[src/rtl/bcd_sv_ff.sv]
// Sequential 14-bit binary to 4-digit ASCII decimal converter (iterative double-dabble).
// Optional build macro BCD_LEADING_BLANK_EN: leading zero digits are emitted as ASCII space.
module bcd_sv_ff #(
  parameter int IN_W    = 14,
  parameter int MAX_VAL = 9999
) (
  input  logic            clk,
  input  logic            rst,
  input  logic [IN_W-1:0] bin_in,
  input  logic            cross_ready,
  output logic [31:0]     ascii_out,
  output logic            bcd_ready
);

  typedef enum logic [1:0] {IDLE, SHIFT, DONE} state_t;

  state_t          state;
  logic [IN_W-1:0] shift_reg;
  logic [15:0]     bcd;
  logic [3:0]      cnt;

  logic [IN_W-1:0]  sat_in;
  logic [15:0]      adj;
  logic [IN_W+15:0] shifted;
  logic [15:0]      bcd_next;
  logic [IN_W-1:0]  shift_next;

  always_comb begin
    sat_in = (bin_in > IN_W'(MAX_VAL)) ? IN_W'(MAX_VAL) : bin_in;
  end

  // Add-3 correction on every nibble before the shift.
  always_comb begin
    adj = '0;
    for (int unsigned i = 0; i < 4; i++) begin
      adj[4*i +: 4] = (bcd[4*i +: 4] >= 4'd5) ? bcd[4*i +: 4] + 4'd3 : bcd[4*i +: 4];
    end
  end

  always_comb begin
    shifted    = {adj, shift_reg} << 1;
    bcd_next   = shifted[IN_W+15:IN_W];
    shift_next = shifted[IN_W-1:0];
  end

  function automatic logic [31:0] to_ascii(input logic [15:0] d);
    logic [31:0] a;
    a = {4'h3, d[15:12], 4'h3, d[11:8], 4'h3, d[7:4], 4'h3, d[3:0]};
`ifdef BCD_LEADING_BLANK_EN
    if (d[15:12] == 4'd0) begin
      a[31:24] = 8'h20;
      if (d[11:8] == 4'd0) begin
        a[23:16] = 8'h20;
        if (d[7:4] == 4'd0) a[15:8] = 8'h20;
      end
    end
`endif
    return a;
  endfunction

  always_ff @(posedge clk) begin
    if (rst) begin
      state     <= IDLE;
      shift_reg <= '0;
      bcd       <= '0;
      cnt       <= '0;
      ascii_out <= 32'h30303030;
      bcd_ready <= 1'b0;
    end else begin
      case (state)
        IDLE: begin
          bcd_ready <= 1'b0;
          if (cross_ready) begin
            shift_reg <= sat_in;
            bcd       <= '0;
            cnt       <= 4'(IN_W);
            state     <= SHIFT;
          end
        end
        SHIFT: begin
          bcd       <= bcd_next;
          shift_reg <= shift_next;
          cnt       <= cnt - 4'd1;
          // Final iteration publishes the result from the post-shift value in the same edge.
          if (cnt == 4'd1) begin
            ascii_out <= to_ascii(bcd_next);
            bcd_ready <= 1'b1;
            state     <= DONE;
          end
        end
        DONE: begin
          if (!cross_ready) begin
            bcd_ready <= 1'b0;
            state     <= IDLE;
          end
        end
        default: begin
          bcd_ready <= 1'b0;
          state     <= IDLE;
        end
      endcase
    end
  end

endmodule

[config.mk]
export PLATFORM = sky130hd
export DESIGN_NAME = bcd_sv_ff
export DESIGN_NICKNAME = d
export VERILOG_FILES = /design/src/rtl/bcd_sv_ff.sv
export SDC_FILE = /design/constraint.sdc
export NUM_CORES = 1
export LEC_CHECK = 0
export CORE_MARGIN = 2
export CORE_UTILIZATION = 55
export DETAILED_ROUTE_END_ITERATION = 7
export HOLD_SLACK_MARGIN = 0.05
export PLACE_DENSITY = 0.8
export SLEW_MARGIN = 20
export SYNTH_ARGS = -nofsm -noshare
export SYNTH_HDL_FRONTEND = slang
export SYNTH_SLANG_ARGS = --single-unit
[constraint.sdc]
create_clock -name clk -period 2.4 [get_ports clk]
set_input_delay 0.48 -clock clk [delete_from_list [all_inputs] [get_ports clk]]
set_output_delay 0.48 -clock clk [all_outputs]
set_load 0.02 [all_outputs]
==> results of run 1 <==
==> worst paths after layout <==
path	start	to	slack, ps	cells after the start
worst max-delay path	state[0]$_SDFFE_PP0P_	ascii_out[26]$_SDFFE_PP0P_	430	4
worst min register to register	ascii_out[0]$_SDFFE_PP0P_	ascii_out[0]$_SDFFE_PP0P_	460	2
worst min-delay path	ascii_out[0]$_SDFFE_PP0P_	ascii_out[0]$_SDFFE_PP0P_	460	2
worst max register to register	state[0]$_SDFFE_PP0P_	ascii_out[26]$_SDFFE_PP0P_	430	4
==> area by class of cell <==
type / instances / share of cell area (%)
multi-input combinational: 199 / 43.7
sequential: 53 / 36.5
timing repair buffer: 40 / 13.2
clock buffer: 7 / 2.97
tap: 52 / 2.24
inverter: 11 / 1.42
==> cells in the final DEF (no fill, tap or decap), types with 9 or more instances in the layout <==
cell type,netlist,final
conb_1,2,16
nor2_1,37,37
inv_1,10,10
o21ai_0,9,9
a211oi_1,12,12
ha_1,10,10
nand2_1,11,11
nor3b_1,9,9
dfxtp_1,53,53
clkdlybuf4s50_1,0,33
a21oi_1,15,15
nor3_1,10,10
==> critical path: cells and delay by family (launching register included) <==
family           cells  cell delay [ps]
flip-flops           1              510
AO/OA/AOI/OAI        1              200
AND/OR/NAND/NOR      3             1160
==> power by group through the flow <==
stage          Clock [mW]  Sequential [mW]  Combinational [mW]
6_report            0.514            0.938               0.214
2_1_floorplan           0            0.955               0.165
3_3_place_gp            0            0.958               0.209
4_1_cts             0.523            0.938               0.215
5_1_grt             0.552            0.943               0.237
3_5_place_dp            0            0.958               0.214
==> logic make-up (layout without fill, tap and decap cells) <==
kind of cell,after synthesis,in the layout
buffers and inverters,41,58
DFF,53,53
xor gates and xnor gates,4,4
adders and majority gates,10,10
AOI/OAI and AO/OA,73,73
and+or+nand+nor,92,92
other,2,16
muxes,4,4
==> through the flow <==
stage	power [mW]	worst slack, ps
2_1_floorplan	1.12	803
3_5_place_dp	1.17	204
3_3_place_gp	1.17	215
4_1_cts	1.68	437
6_report	1.67	426
5_1_grt	1.73	223
==> metal layers <==
layer  global-route usage (%)  up-vias  part of all wire, %
met4                     8.60        0                  1.4
met5                        0        -                    0
met3                     5.20        7                  4.4
li1                         -     1031                    -
met1                     26.5      968                   46
met2                     38.9       46                   48
==> reports/qor.yml, run 1 <==
status: "finished clean"
synth_top_family_by_area: "compound AO/OA/AOI/OAI gates"
cts_sinks: 53
synth_compound_area_share_pct: 21.5
netlist_top_cells_area: "dfxtp_1 42%, nor2_1 5.5%, ha_1 5.0%"
cts_tree: "yes"
async_flop_share_pct: 0
synthSimpleGateAreaFrac_pct: 18.8
synth_top_flop_cell: "dfxtp_1"
cts_setup_buffers: 0
clk_latency_ps: 310
seqPwrFrac_pct: 56.3
fin_crit_ps: 1970
layout-drive-gt1-share_pct: 7.74
yosysWarnings: 0
cap_violations: 0
rsz0062_at_grt: "false"
synth_top_area_share_pct: 42.3
nFillCells: 369
worstPathCellList: "nor2b_1, nand2_1, and3_1, a31o_2"
overflow: 0
ios: 50
syn2layout_area_growth_pct: 16.0
row_count: 24
critical_path_class: "reg2reg"
synth_commonest_cells: "53 x dfxtp_1, 37 x nor2_1, 16 x buf_4"
maxSlewHeadroom_pct: 43.5
cts.repair.resized: 0
switching_share_pct: 26.0
cellLeakagePower_nw: 1.11
coreArea_mm2: 0.00438
timing.setup.tns_ps: 0
post_dp_cell_area_mm2: 0.00282
cp_data_arrival_time_ps: 2180
dieArea_mm2: 0.00511
cts_hold_buf: 0
chipWidth_um: 71.5
synth-seq-cells: 53
clock_power_share_pct: 30.8
drc: 0
start_util_pct: 57.2
cts-root-buf: "clkbuf_8"
power_per_cell_area_mw_per_mm2: 573
worstSetupStartpointType: "flop"
synthXorXnorAreaFrac_pct: 1.40
place_hpwl_um: 3730
ys_seq_area_share_pct: 42.3
grtUsageTotal_pct: 22.3
avgSynthCellArea_um2: 8.98
ys_types: 46
final_max_slew_viol_count: 0
timing.final.crit_share_pct: 82.3
drt_pass1_iterations: 4
syn-instance-count: 279
grt_pass1_wl_um: 8890
hold_path_class: "reg2reg"
initialDrtViolationCount: 98
whs_ps: 459
h-tree-depth: 2
synth_top_cell_by_area: "dfxtp_1"
switching_power_mw: 0.433
fp.dieH_um: 71.5
internal-power_mw: 1.23
crit_path_end_kind: "flop"
synth_fa_ha_area_share_pct: 4.99
skew_ps: 5.46
fin_util_pct: 66.3
grt_pass1_vias: 1965
hold_viol_final: 0
place_congestion: 0.838
multi_input_area_mm2: 0.00127
portBuffers: 33
combinationalPowerShare_pct: 12.9
seqCellArea_mm2: 0.00106
synth-edff-count: 0
fin_area_mm2: 0.00291
synth_mux_area_share_pct: 1.65
clock.fmax_ghz: 0.506
grt_max_degree: 28
max_stage_delay_ps: 510
setup_viol: 0
cts_buffer_depth: 2
tightest_slew_ps: 844
syn-cell-area_mm2: 0.00251
required_ps: 2610
wl_per_cell_um: 14.6
n_antenna_cell: 0
vias: 2052
cts_buffers: 5
path_clk_slew_ps: 90
cp_max_fo: 10
vdd.ir_drop.worst_mv: 0.344
postRouteAntennaNets: 0
fin_cells: 362
dpl.cell_count: 355
yosysMostFrequentCell: "dfxtp_1"
crit_path_top_delay_cell: "dfxtp_1"
nNetsFinal: 337
antenna_found_initial: 0
routed_via_density: 5.67
routed_wl_um: 5280
No activity file was read; power rests on OpenSTA's default activity.
==> run 2: changes to the inputs <==
Settings changed: CORE_UTILIZATION 55 to 51, PLACE_DENSITY 0.8 to 0.75.
Clock period 2.4 ns to 1.9 ns, I/O delays scaled along.
==> run 2 against run 1 <==
Register-to-register slack got worse by 300 ps. Total power increased by 42%. Clock-buffer cell count decreased by 2. Critical path type unchanged. Critical endpoint is now ascii_out[27]$_SDFFE_PP0P_. Largest power group unchanged.
==> reports/qor.yml, run 2 (same netlist as run 1, synthesis figures left out) <==
hold_start: "ascii_out[0]$_SDFFE_PP0P_"
postRouteAntennaNets: 0  # unchanged
crit_path_end_kind: "flop"
chipWidth_um: 74.1  # +3.6%
layout-drive-gt1-share_pct: 11.5  # +3.8 points
worstSetupStartpointType: "flop"
fin_cells: 388  # +7.2%
hold_viol_final: 0  # unchanged
whs_endpoint: "ascii_out[0]$_SDFFE_PP0P_"
fin_area_mm2: 0.00305  # +5.0%
grtUsageTotal_pct: 21.5  # -0.83 points
hold_depth: 2  # unchanged
cts_buffer_depth: 2  # unchanged
n_antenna_cell: 0  # unchanged
drt_pass1_iterations: 4  # unchanged
wl_per_cell_um: 13.8  # -5.1%
worst_r2r_endpoint: "ascii_out[27]$_SDFFE_PP0P_"
worstPathCellList: "inv_1, ha_1, nor3b_1, buf_4, and2_0, buf_4, nor2_1, a311oi_1"
post_dp_cell_area_mm2: 0.00292  # +3.3%
cp_data_arrival_time_ps: 1990  # -190 ps
vdd.ir_drop.worst_mv: 0.438  # +27%
nNetsFinal: 347  # +3.0%
drc: 0  # unchanged
timing.final.ws_setup_ps: 127  # -298 ps
nFillCells: 400  # +8.4%
portBuffers: 33  # unchanged
h-tree-depth: 2  # unchanged
rr_startpoint: "cnt[1]$_SDFFE_PP0P_"
cts-root-buf: "clkbuf_8"
cap_violations: 0  # unchanged
rsz0062_at_grt: "false"
start_util_pct: 53.1  # -4.1 points
r2r_cells: 8  # +4
antenna_found_initial: 0  # unchanged
critical_path_class: "reg2reg"
whs_ps: 458  # -1.29 ps
row_count: 25  # +4.2%
dieArea_mm2: 0.00549  # +7.4%
max_stage_delay_ps: 320  # -190 ps
dp_slack_ps: -85.0  # -289 ps
grt_pass1_vias: 1979  # +0.71%
grt_pass1_wl_um: 9150  # +2.9%
crit_path_top_delay_cell: "dfxtp_1"
final_common_cell: "dfxtp_1"
routed_wl_um: 5370  # +1.7%
place_hpwl_um: 3830  # +2.7%
power_per_cell_area_mw_per_mm2: 777  # +36%
clock.fmax_ghz: 0.564  # +11%
total_power_mw: 2.37  # +42%
setup_viol: 0  # unchanged
final_cell_mix: "52 x dfxtp_1, 37 x nor2_1, 33 x clkdlybuf4s50_1"
cts_sinks: 53  # unchanged
initialDrtViolationCount: 120  # +22%
cellLeakagePower_nw: 1.18  # +6.6%
syn2layout_area_growth_pct: 21.9
tightest_slew_ps: 690  # -154 ps
cp_max_fo: 6  # -4
fin_crit_ps: 1770  # -202 ps
cts_buffers: 5  # unchanged
routed_via_density: 5.36  # -5.4%
clk_latency_ps: 310  # about the same
grt_max_degree: 17  # -39%
hold_path_class: "reg2reg"
coreArea_mm2: 0.00472  # +7.7%
required_ps: 2110  # -500 ps
overflow: 0  # unchanged
reg2reg_slack_ps: 130  # -300 ps
path_clk_slew_ps: 90  # about the same
fp.dieH_um: 74.1  # +3.6%
status: "finished clean"
critPathTopFamily: "simple AND/OR/NAND/NOR gates"
place_congestion: 0.890  # +6.2%
skew_ps: 4.25  # -1.21 ps
crit_path_frequent_cell: "buf_4"
final_max_slew_viol_count: 0  # unchanged
vias: 2081  # +1.4%
cts_tree: "yes"
maxSlewHeadroom_pct: 53.4  # +9.9 points
dpl.cell_count: 380  # +7.0%
timing.final.crit_share_pct: 93.3  # +11 points
cts_hold_buf: 0  # unchanged
crit_buf_inv: 3  # +3
ios: 50  # unchanged
-- run 2: cell types whose count changed in the layout (fill, tap and decap cells not counted) --
| cell | before | now |
|---|---|---|
| clkinv_2 | 0 | 1 |
| buf_6 | 0 | 1 |
| dfxtp_2 | 0 | 1 |
| buf_4 | 7 | 16 |
| clkbuf_1 | 1 | 0 |
| clkbuf_8 | 6 | 5 |
| bufinv_16 | 0 | 2 |
| dfxtp_1 | 53 | 52 |
-- run 2: worst max-delay path by stage --
stage / cells after the start / from / to
finish: 8 / cnt[1]$_SDFFE_PP0P_ / ascii_out[27]$_SDFFE_PP0P_
global route: 8 / cnt[1]$_SDFFE_PP0P_ / ascii_out[27]$_SDFFE_PP0P_
global placement: 5 / cross_ready / shift_reg[3]$_SDFFE_PP0P_
detailed placement: 5 / cross_ready / shift_reg[1]$_SDFFE_PP0P_
CTS: 7 / cnt[0]$_SDFFE_PP0P_ / ascii_out[9]$_SDFFE_PP0P_
floorplan: 5 / state[0]$_SDFFE_PP0P_ / shift_reg[1]$_SDFFE_PP0P_
-- run 2: through the flow --
stage	util, %	TNS, ps
final	64.7	0
after global routing	64.7	0
after CTS	64.6	0
after detailed placement	61.7	-368
after global placement	61.7	-311
after floorplan	-	0
-- run 2: repair_timing --
| item | CTS | global route |
|---|---|---|
| resized for setup | 0 | 2 |
| setup buffers | 0 | 0 |
| setup endpoints to repair | 0 | 2 |
-- run 2: final cells by class --
type / instances / area (um2) / area share [%]
repair buffers: 50 / 462 / 15.1
clock buffers: 5 / 68.8 / 2.25
clock inverters: 3 / 65.1 / 2.13
well taps: 67 / 83.8 / 2.74
multi-input cells: 199 / 1270 / 41.6
flip-flops and latches: 53 / 1060 / 34.8
inverters: 11 / 41.3 / 1.35
-- run 2: routing by layer --
| metal | up-vias | routed length [um] | part of all wire, % | GRT usage (%) |
|---|---|---|---|---|
| met5 | - | 0 | 0 | 0 |
| met4 | 0 | 114 | 2.1 | 8.08 |
| met3 | 11 | 187 | 3.5 | 3.79 |
| met2 | 46 | 2520 | 47 | 34.9 |
| met1 | 975 | 2550 | 47 | 28.5 |
| li1 | 1049 | - | - | - |
-- run 2: power breakdown --
group | switching, mW | leakage, nW | internal, mW
Combinational | 0.161 | 0.684 | 0.129
Clock | 0.372 | 0.0681 | 0.523
Sequential | 0.0333 | 0.432 | 1.15
Total | 0.566 | 1.18 | 1.81
-- run 2: worst reg2reg max path: stages (launching register included) --
cell      delay, ps
dfxtp_1         320
inv_1            90
ha_1            150
nor3b_1         250
buf_4           180
and2_0          200
buf_4           180
nor2_1           50
a311oi_1        260
